==> src/rtl/game_pkg.sv <==
// Shared encodings for the pingpong game: game_state bus, winner code and defaults.
package game_pkg;

  // game_state bus encoding, also decoded by the countdown timer and ball logic
  typedef enum logic [1:0] {
    ST_P1_SERVE = 2'd0,
    ST_P2_SERVE = 2'd1,
    ST_PLAYING  = 2'd2,
    ST_DONE     = 2'd3
  } game_state_e;

  typedef enum logic [1:0] {
    WIN_NONE = 2'd0,
    WIN_P1   = 2'd1,
    WIN_P2   = 2'd2,
    WIN_DRAW = 2'd3
  } winner_e;

  localparam int unsigned DEF_WIN_SCORE    = 11;
  localparam int unsigned DEF_SERVE_SWITCH = 2;

  // Winner by comparing scores; used when the match ends on time
  function automatic winner_e decide_winner(input logic [3:0] s1, input logic [3:0] s2);
    if (s1 > s2) begin
      return WIN_P1;
    end else if (s2 > s1) begin
      return WIN_P2;
    end
    return WIN_DRAW;
  endfunction

endpackage

==> src/rtl/game_ctrl_if.sv <==
// Signal bundle between the rally sequencer and its surroundings (buttons, court, timer).
interface game_ctrl_if;
  logic       p1_btn;
  logic       p2_btn;
  logic       restart_btn;
  logic       miss_p1;
  logic       miss_p2;
  logic [5:0] time_cnt;
  logic [1:0] game_state;
  logic [3:0] score_p1;
  logic [3:0] score_p2;
  logic       serve_launch;
  logic       serve_dir;
  logic [1:0] winner;

  // Sequencer side
  modport master (
    input  p1_btn, p2_btn, restart_btn, miss_p1, miss_p2, time_cnt,
    output game_state, score_p1, score_p2, serve_launch, serve_dir, winner
  );

  // Environment side
  modport slave (
    output p1_btn, p2_btn, restart_btn, miss_p1, miss_p2, time_cnt,
    input  game_state, score_p1, score_p2, serve_launch, serve_dir, winner
  );
endinterface

==> src/rtl/btn_edge.sv <==
// Registered rising-edge detector for one debounced button.
module btn_edge (
  input  logic clk,
  input  logic reset,
  input  logic btn_i,
  output logic rise_o
);

  logic prev_q;
  // armed_q stays low for the first cycle after reset so a button held through
  // reset is absorbed into prev_q instead of firing.
  logic armed_q;

  // Track previous button level and arm after the first post-reset clock
  always_ff @(posedge clk or negedge reset) begin
    if (!reset) begin
      prev_q  <= 1'b0;
      armed_q <= 1'b0;
    end else begin
      prev_q  <= btn_i;
      armed_q <= 1'b1;
    end
  end

  assign rise_o = btn_i & ~prev_q & armed_q;

endmodule

==> src/rtl/game_ctrl.sv <==
// Rally sequencer: serve/play/done state, scores, serve alternation and match end.
module game_ctrl
  import game_pkg::*;
#(
  parameter int unsigned WIN_SCORE    = DEF_WIN_SCORE,
  parameter int unsigned SERVE_SWITCH = DEF_SERVE_SWITCH
) (
  input logic        clk,
  input logic        reset,
  game_ctrl_if.master bus
);

  localparam logic [3:0] WinScore  = 4'(WIN_SCORE);
  localparam logic [3:0] SwitchCnt = 4'(SERVE_SWITCH);

  logic p1_rise, p2_rise, restart_rise;

  btn_edge u_p1_edge (
    .clk    (clk),
    .reset  (reset),
    .btn_i  (bus.p1_btn),
    .rise_o (p1_rise)
  );

  btn_edge u_p2_edge (
    .clk    (clk),
    .reset  (reset),
    .btn_i  (bus.p2_btn),
    .rise_o (p2_rise)
  );

  btn_edge u_restart_edge (
    .clk    (clk),
    .reset  (reset),
    .btn_i  (bus.restart_btn),
    .rise_o (restart_rise)
  );

  game_state_e state_q;
  logic [3:0]  score_p1_q, score_p2_q, score_p1_d, score_p2_d;
  logic [3:0]  pt_q, pt_d;
  logic        server_q, server_d;  // 0 = P1 serves, 1 = P2 serves
  winner_e     winner_q;
  logic        launch_q;
  logic        dir_q;

  logic        p1_point, p2_point, any_miss, time_zero, win_hit;
  game_state_e serve_state;

  // Point bookkeeping for a miss event during a rally
  always_comb begin
    p1_point   = bus.miss_p2 & ~bus.miss_p1;
    p2_point   = bus.miss_p1 & ~bus.miss_p2;
    any_miss   = bus.miss_p1 | bus.miss_p2;
    time_zero  = (bus.time_cnt == 6'd0);
    score_p1_d = score_p1_q;
    score_p2_d = score_p2_q;
    pt_d       = pt_q;
    server_d   = server_q;
    if (p1_point && score_p1_q < WinScore) begin
      score_p1_d = score_p1_q + 4'd1;
    end
    if (p2_point && score_p2_q < WinScore) begin
      score_p2_d = score_p2_q + 4'd1;
    end
    if (p1_point || p2_point) begin
      if (pt_q + 4'd1 == SwitchCnt) begin
        pt_d     = 4'd0;
        server_d = ~server_q;
      end else begin
        pt_d = pt_q + 4'd1;
      end
    end
    win_hit     = (p1_point && score_p1_d == WinScore) || (p2_point && score_p2_d == WinScore);
    serve_state = server_d ? ST_P2_SERVE : ST_P1_SERVE;
  end

  // Game FSM with registered outputs
  always_ff @(posedge clk or negedge reset) begin
    if (!reset) begin
      state_q    <= ST_P1_SERVE;
      score_p1_q <= 4'd0;
      score_p2_q <= 4'd0;
      pt_q       <= 4'd0;
      server_q   <= 1'b0;
      winner_q   <= WIN_NONE;
      launch_q   <= 1'b0;
      dir_q      <= 1'b0;
    end else begin
      launch_q <= 1'b0;
      unique case (state_q)
        ST_P1_SERVE, ST_P2_SERVE: begin
          // Timeout takes priority over a serve in the same cycle
          if (time_zero) begin
            state_q  <= ST_DONE;
            winner_q <= decide_winner(score_p1_q, score_p2_q);
          end else if (state_q == ST_P1_SERVE && p1_rise) begin
            state_q  <= ST_PLAYING;
            launch_q <= 1'b1;
            dir_q    <= 1'b0;
          end else if (state_q == ST_P2_SERVE && p2_rise) begin
            state_q  <= ST_PLAYING;
            launch_q <= 1'b1;
            dir_q    <= 1'b1;
          end
        end
        ST_PLAYING: begin
          score_p1_q <= score_p1_d;
          score_p2_q <= score_p2_d;
          pt_q       <= pt_d;
          server_q   <= server_d;
          if (win_hit) begin
            state_q  <= ST_DONE;
            winner_q <= p1_point ? WIN_P1 : WIN_P2;
          end else if (time_zero) begin
            state_q  <= ST_DONE;
            winner_q <= decide_winner(score_p1_d, score_p2_d);
          end else if (any_miss) begin
            state_q <= serve_state;
          end
        end
        ST_DONE: begin
          if (restart_rise) begin
            state_q    <= ST_P1_SERVE;
            score_p1_q <= 4'd0;
            score_p2_q <= 4'd0;
            pt_q       <= 4'd0;
            server_q   <= 1'b0;
            winner_q   <= WIN_NONE;
          end
        end
      endcase
    end
  end

  assign bus.game_state   = state_q;
  assign bus.score_p1     = score_p1_q;
  assign bus.score_p2     = score_p2_q;
  assign bus.serve_launch = launch_q;
  assign bus.serve_dir    = dir_q;
  assign bus.winner       = winner_q;

endmodule

==> src/flat_wrapper.sv <==
// flat-port wrapper written by rule: the top's interface ports become plain ports
module game_ctrl_flat import game_pkg::*;
#(
  parameter int unsigned WIN_SCORE    = DEF_WIN_SCORE,
  parameter int unsigned SERVE_SWITCH = DEF_SERVE_SWITCH
)
  (clk, reset, bus_p1_btn, bus_p2_btn, bus_restart_btn, bus_miss_p1, bus_miss_p2, bus_time_cnt, bus_game_state, bus_score_p1, bus_score_p2, bus_serve_launch, bus_serve_dir, bus_winner);
  game_ctrl_if bus_i ();
  input logic clk;
  input logic reset;
  input wire logic [$bits(bus_i.p1_btn)-1:0] bus_p1_btn;
  input wire logic [$bits(bus_i.p2_btn)-1:0] bus_p2_btn;
  input wire logic [$bits(bus_i.restart_btn)-1:0] bus_restart_btn;
  input wire logic [$bits(bus_i.miss_p1)-1:0] bus_miss_p1;
  input wire logic [$bits(bus_i.miss_p2)-1:0] bus_miss_p2;
  input wire logic [$bits(bus_i.time_cnt)-1:0] bus_time_cnt;
  output wire logic [$bits(bus_i.game_state)-1:0] bus_game_state;
  output wire logic [$bits(bus_i.score_p1)-1:0] bus_score_p1;
  output wire logic [$bits(bus_i.score_p2)-1:0] bus_score_p2;
  output wire logic [$bits(bus_i.serve_launch)-1:0] bus_serve_launch;
  output wire logic [$bits(bus_i.serve_dir)-1:0] bus_serve_dir;
  output wire logic [$bits(bus_i.winner)-1:0] bus_winner;
  assign bus_i.p1_btn = bus_p1_btn;
  assign bus_i.p2_btn = bus_p2_btn;
  assign bus_i.restart_btn = bus_restart_btn;
  assign bus_i.miss_p1 = bus_miss_p1;
  assign bus_i.miss_p2 = bus_miss_p2;
  assign bus_i.time_cnt = bus_time_cnt;
  assign bus_game_state = bus_i.game_state;
  assign bus_score_p1 = bus_i.score_p1;
  assign bus_score_p2 = bus_i.score_p2;
  assign bus_serve_launch = bus_i.serve_launch;
  assign bus_serve_dir = bus_i.serve_dir;
  assign bus_winner = bus_i.winner;
  game_ctrl #(.WIN_SCORE(WIN_SCORE), .SERVE_SWITCH(SERVE_SWITCH)) u_core (.clk(clk), .reset(reset), .bus(bus_i));
endmodule
==> config.mk <==
export PLATFORM = sky130hd
export DESIGN_NAME = game_ctrl_flat
export DESIGN_NICKNAME = d
export VERILOG_FILES = /design/src/rtl/game_pkg.sv /design/src/rtl/game_ctrl_if.sv /design/src/rtl/btn_edge.sv /design/src/rtl/game_ctrl.sv /design/src/flat_wrapper.sv
export SDC_FILE = /design/constraint.sdc
export NUM_CORES = 1
export LEC_CHECK = 0
export CAP_MARGIN = 20
export CORE_ASPECT_RATIO = 1.75
export CORE_MARGIN = 5
export CORE_UTILIZATION = 30
export DETAILED_ROUTE_END_ITERATION = 10
export GPL_ROUTABILITY_DRIVEN = 0
export PLACE_DENSITY = 0.56
export SLEW_MARGIN = 20
export SYNTH_ARGS = -nofsm -noshare
export SYNTH_HDL_FRONTEND = slang
export SYNTH_HIERARCHICAL = 1
export SYNTH_SLANG_ARGS = --single-unit
==> constraint.sdc <==
create_clock -name clk -period 2.5 [get_ports clk]
set_input_delay 0.375 -clock clk [delete_from_list [all_inputs] [get_ports clk]]
set_output_delay 0.375 -clock clk [all_outputs]
set_load 0.05 [all_outputs]
==> run metrics <==
H-tree Lvls 1; maximum capacitance violations 0; GRT overflow 0; worst skew pair latency 0.27 ns; Final Instance Area 2384 um2; post-DR vias/cell 4.949; fin nets 265; #FFs+latches synth 25; fill count 587; synth top area cells dfrtp_1 37%, ha_1 10%, o21ai_0 5.4%, nand2_1 4.0%, xnor2_1 3.1%; share of power burned in registers 26.7%; first-pass GRT wire length 7445 um; hold bufs inserted after CTS 0; slowest stage cell, crit path or3b_4; Startpoint Class input pin; Final Hold Violating Endpoints 0; Final Critical Period 2.497 ns; post-route antenna net violation count 0; Die ar. 7243 um2; CP Data Required Time 2.71 ns; initial antenna violation count 0; CP endpoint kind register; die width 66.51 um; Die Y 108.9 um; Area growth syn-to-layout 42.16%; synth warn 6; WL final 4398 um; RSZ-0062 raised after global routing yes; gr usage total 13.32%; internal power 1309 uW; cell area after synthesis 1677 um2; CTS tree yes; number of distinct library cells after synthesis 47; critical path class input pin to register; Yosys top cell area share 37.31%; Psw 1129 uW; vias in the first global route 1628; via count 1549; TritonCTS Buffers 3; Initial DRT Pass Iterations 4; DR iter-0 viols 114; combinational fraction of design power 63.6%; PortBufs 26; CTS max path bufs 2; worst slew pin tran 0.5081 ns; setup_tns 0 ns; hpwl dp 3252 um; antenna cells 0; core area 5495 um2; relative slew slack 66.02%; register area 630.6 um2; io pins 27; Synth area leader dfrtp_1; Net Count, Synth 203; fmax 0.4005 GHz; CTS Sinks 25; ys flop type dfrtp_1; status finished clean; Final period util 99.87%; Placed Instance Area 2220 um2; Max rail drop VDD 0.4629 mV; DRC Markers 0; Post-Synthesis Cells 176; Routed WL per cell 14.05 um; max-slew violations 0; ratio of cells with drive above 1 in the final layout 26.16%; Multi-input gate area 1046 um2; sequential cell area fraction in the yosys report 37.31%; CTS clock-pin slew for the worst setup and hold paths 0.09 ns; Final setup viols 0; CP Max Fanout 3; Lkg Pwr 0.001032 uW; syn avg cell area 9.526 um2; Clock Power Share 9.7%; CP peak stage delay 0.38 ns; Power per Cell Area 1023 nW/um2; Clock Skews 0.006316 ns; Post-synth EDFFs 0; Hold Crit Class input pin to async pin; ys async rst share 100.0%; CTS root buffer clkbuf_8; flop-to-flop setup slack 0.01 ns; sw frac 46.31%; Core Rows 36; Starting Density 30.51%; crit path cell chain clkdlybuf4s15_1 -> inv_1 -> ha_2 -> or3b_4 -> a32oi_2 -> inv_1 -> ha_4 -> a21o_1 -> maj3_2 -> a21o_1 -> a31oi_1 -> o22a_2; largest net degree at the start of global routing 26; CP arrival 2.71 ns
==> worst paths after layout <==
kind,from,end,depth (start not counted)
max,bus_miss_p2,u_core/bus.winner[0],12
min,reset,u_core/bus.score_p1[0],2
max reg2reg,u_core/bus.score_p2[1],u_core/bus.winner[0],10
min reg2reg,u_core/server_q,u_core/server_q,1
max in group asynchronous,reset,u_core/bus.score_p2[0],2
min in group clk,u_core/server_q,u_core/server_q,1
==> cells in the mapped netlist (2+ instances only) <==
cell,count
conb_1,3
clkbuf_1,4
ha_1,14
nand2b_1,2
dfrtp_1,25
and3b_1,4
nand3b_1,2
a21o_1,3
nor2_1,8
o21ai_0,18
xor2_1,3
inv_1,12
o211ai_1,3
mux2i_1,3
nand2_1,18
o31ai_1,5
nor3_1,4
xnor2_1,6
nand4b_1,2
nand3_1,2
a21oi_1,7
a22o_1,3
==> state kept, by name (all words and copies together) (netlist names) <==
signal / count
u_core/u_restart_edge/armed_q: 1
u_core/bus.score_p2: 4
u_core/bus.game_state: 2
u_core/u_p2_edge/armed_q: 1
u_core/u_p2_edge/prev_q: 1
u_core/bus.winner: 2
u_core/u_p1_edge/armed_q: 1
u_core/bus.serve_dir: 1
u_core/u_p1_edge/prev_q: 1
u_core/bus.score_p1: 4
u_core/server_q: 1
u_core/bus.serve_launch: 1
u_core/pt_q: 4
u_core/u_restart_edge/prev_q: 1
==> power by group through the flow <==
stage / clock network, uW / registers (uW) / logic [uW]
after floorplan: 0 / 890 / 750
after CTS: 252 / 653 / 1510
after detailed placement: 0 / 658 / 1470
final: 238 / 651 / 1550
after global placement: 0 / 658 / 1460
after global routing: 270 / 671 / 1690
==> metrics by stage <==
step | utilization (%) | setup slack [ns] | hold WS (ns) | std cells | total power (uW)
CTS | 42.69 | 0.005390 | 0.4903 | 310 | 2414
finish | 43.37 | 0.003258 | 0.4785 | 313 | 2439
floorplan | - | -0.2745 | 0.07941 | 176 | 1639
detailed placement | 40.39 | -0.5726 | 0.5047 | 298 | 2129
global placement | 40.39 | -0.5287 | 0.4991 | 298 | 2114
global route | 43.37 | -0.1013 | 0.5198 | 313 | 2627
==> worst max-delay path, delay by kind of cell <==
family / cells / cell delay [ns]
AOI/OAI and AO/OA: 5 / 0.88
adders and majority gates: 3 / 0.70
buffers and inverters: 3 / 0.38
and+or+nand+nor: 1 / 0.38
==> placed cells by master, fill, tap and decap left out, drive strengths merged, types with 6 or more instances in the layout <==
cell / n
xnor2: 6
buf: 35
ha: 14
o21ai: 19
nand2: 18
a21oi: 8
nor2: 8
inv: 12
clkdlybuf4s50: 24
dfrtp: 25
==> final cells by class <==
cell class / instances / area share (%)
multi-input combinational: 135 / 43.88
sequential: 25 / 26.46
timing repair buffer: 61 / 21.89
tap: 76 / 3.989
clock buffer: 4 / 1.890
inverter: 12 / 1.890
==> per-layer routing <==
metal	vias up	GRT usage, %	wire length [um]
li1	755	-	-
met4	0	5.233	92
met3	8	1.856	155
met1	753	14.49	1698
met2	33	25.09	2451
met5	-	0	0
==> cell families (layout without fill, tap and decap cells) <==
group	after synthesis	in the layout	share of synthesized area (%)
AND/OR/NAND/NOR	53	53	18.28
AO/OA/AOI/OAI	51	51	21.72
flip-flops	25	25	37.31
buffers and inverters	16	77	3.582
adder cells (fa/ha/maj)	15	15	11.04
XOR/XNOR	9	9	4.702
multiplexers	4	4	2.686
other	3	3	0.6716
==> repair_timing <==
action                                 CTS  global route
pin swaps                                6             7
setup endpoints to repair                2             3
endpoints found under the hold margin    0             0
gates resized for setup                  8             2
buffers inserted                         8             3
Power figures use the tool's default switching activity.
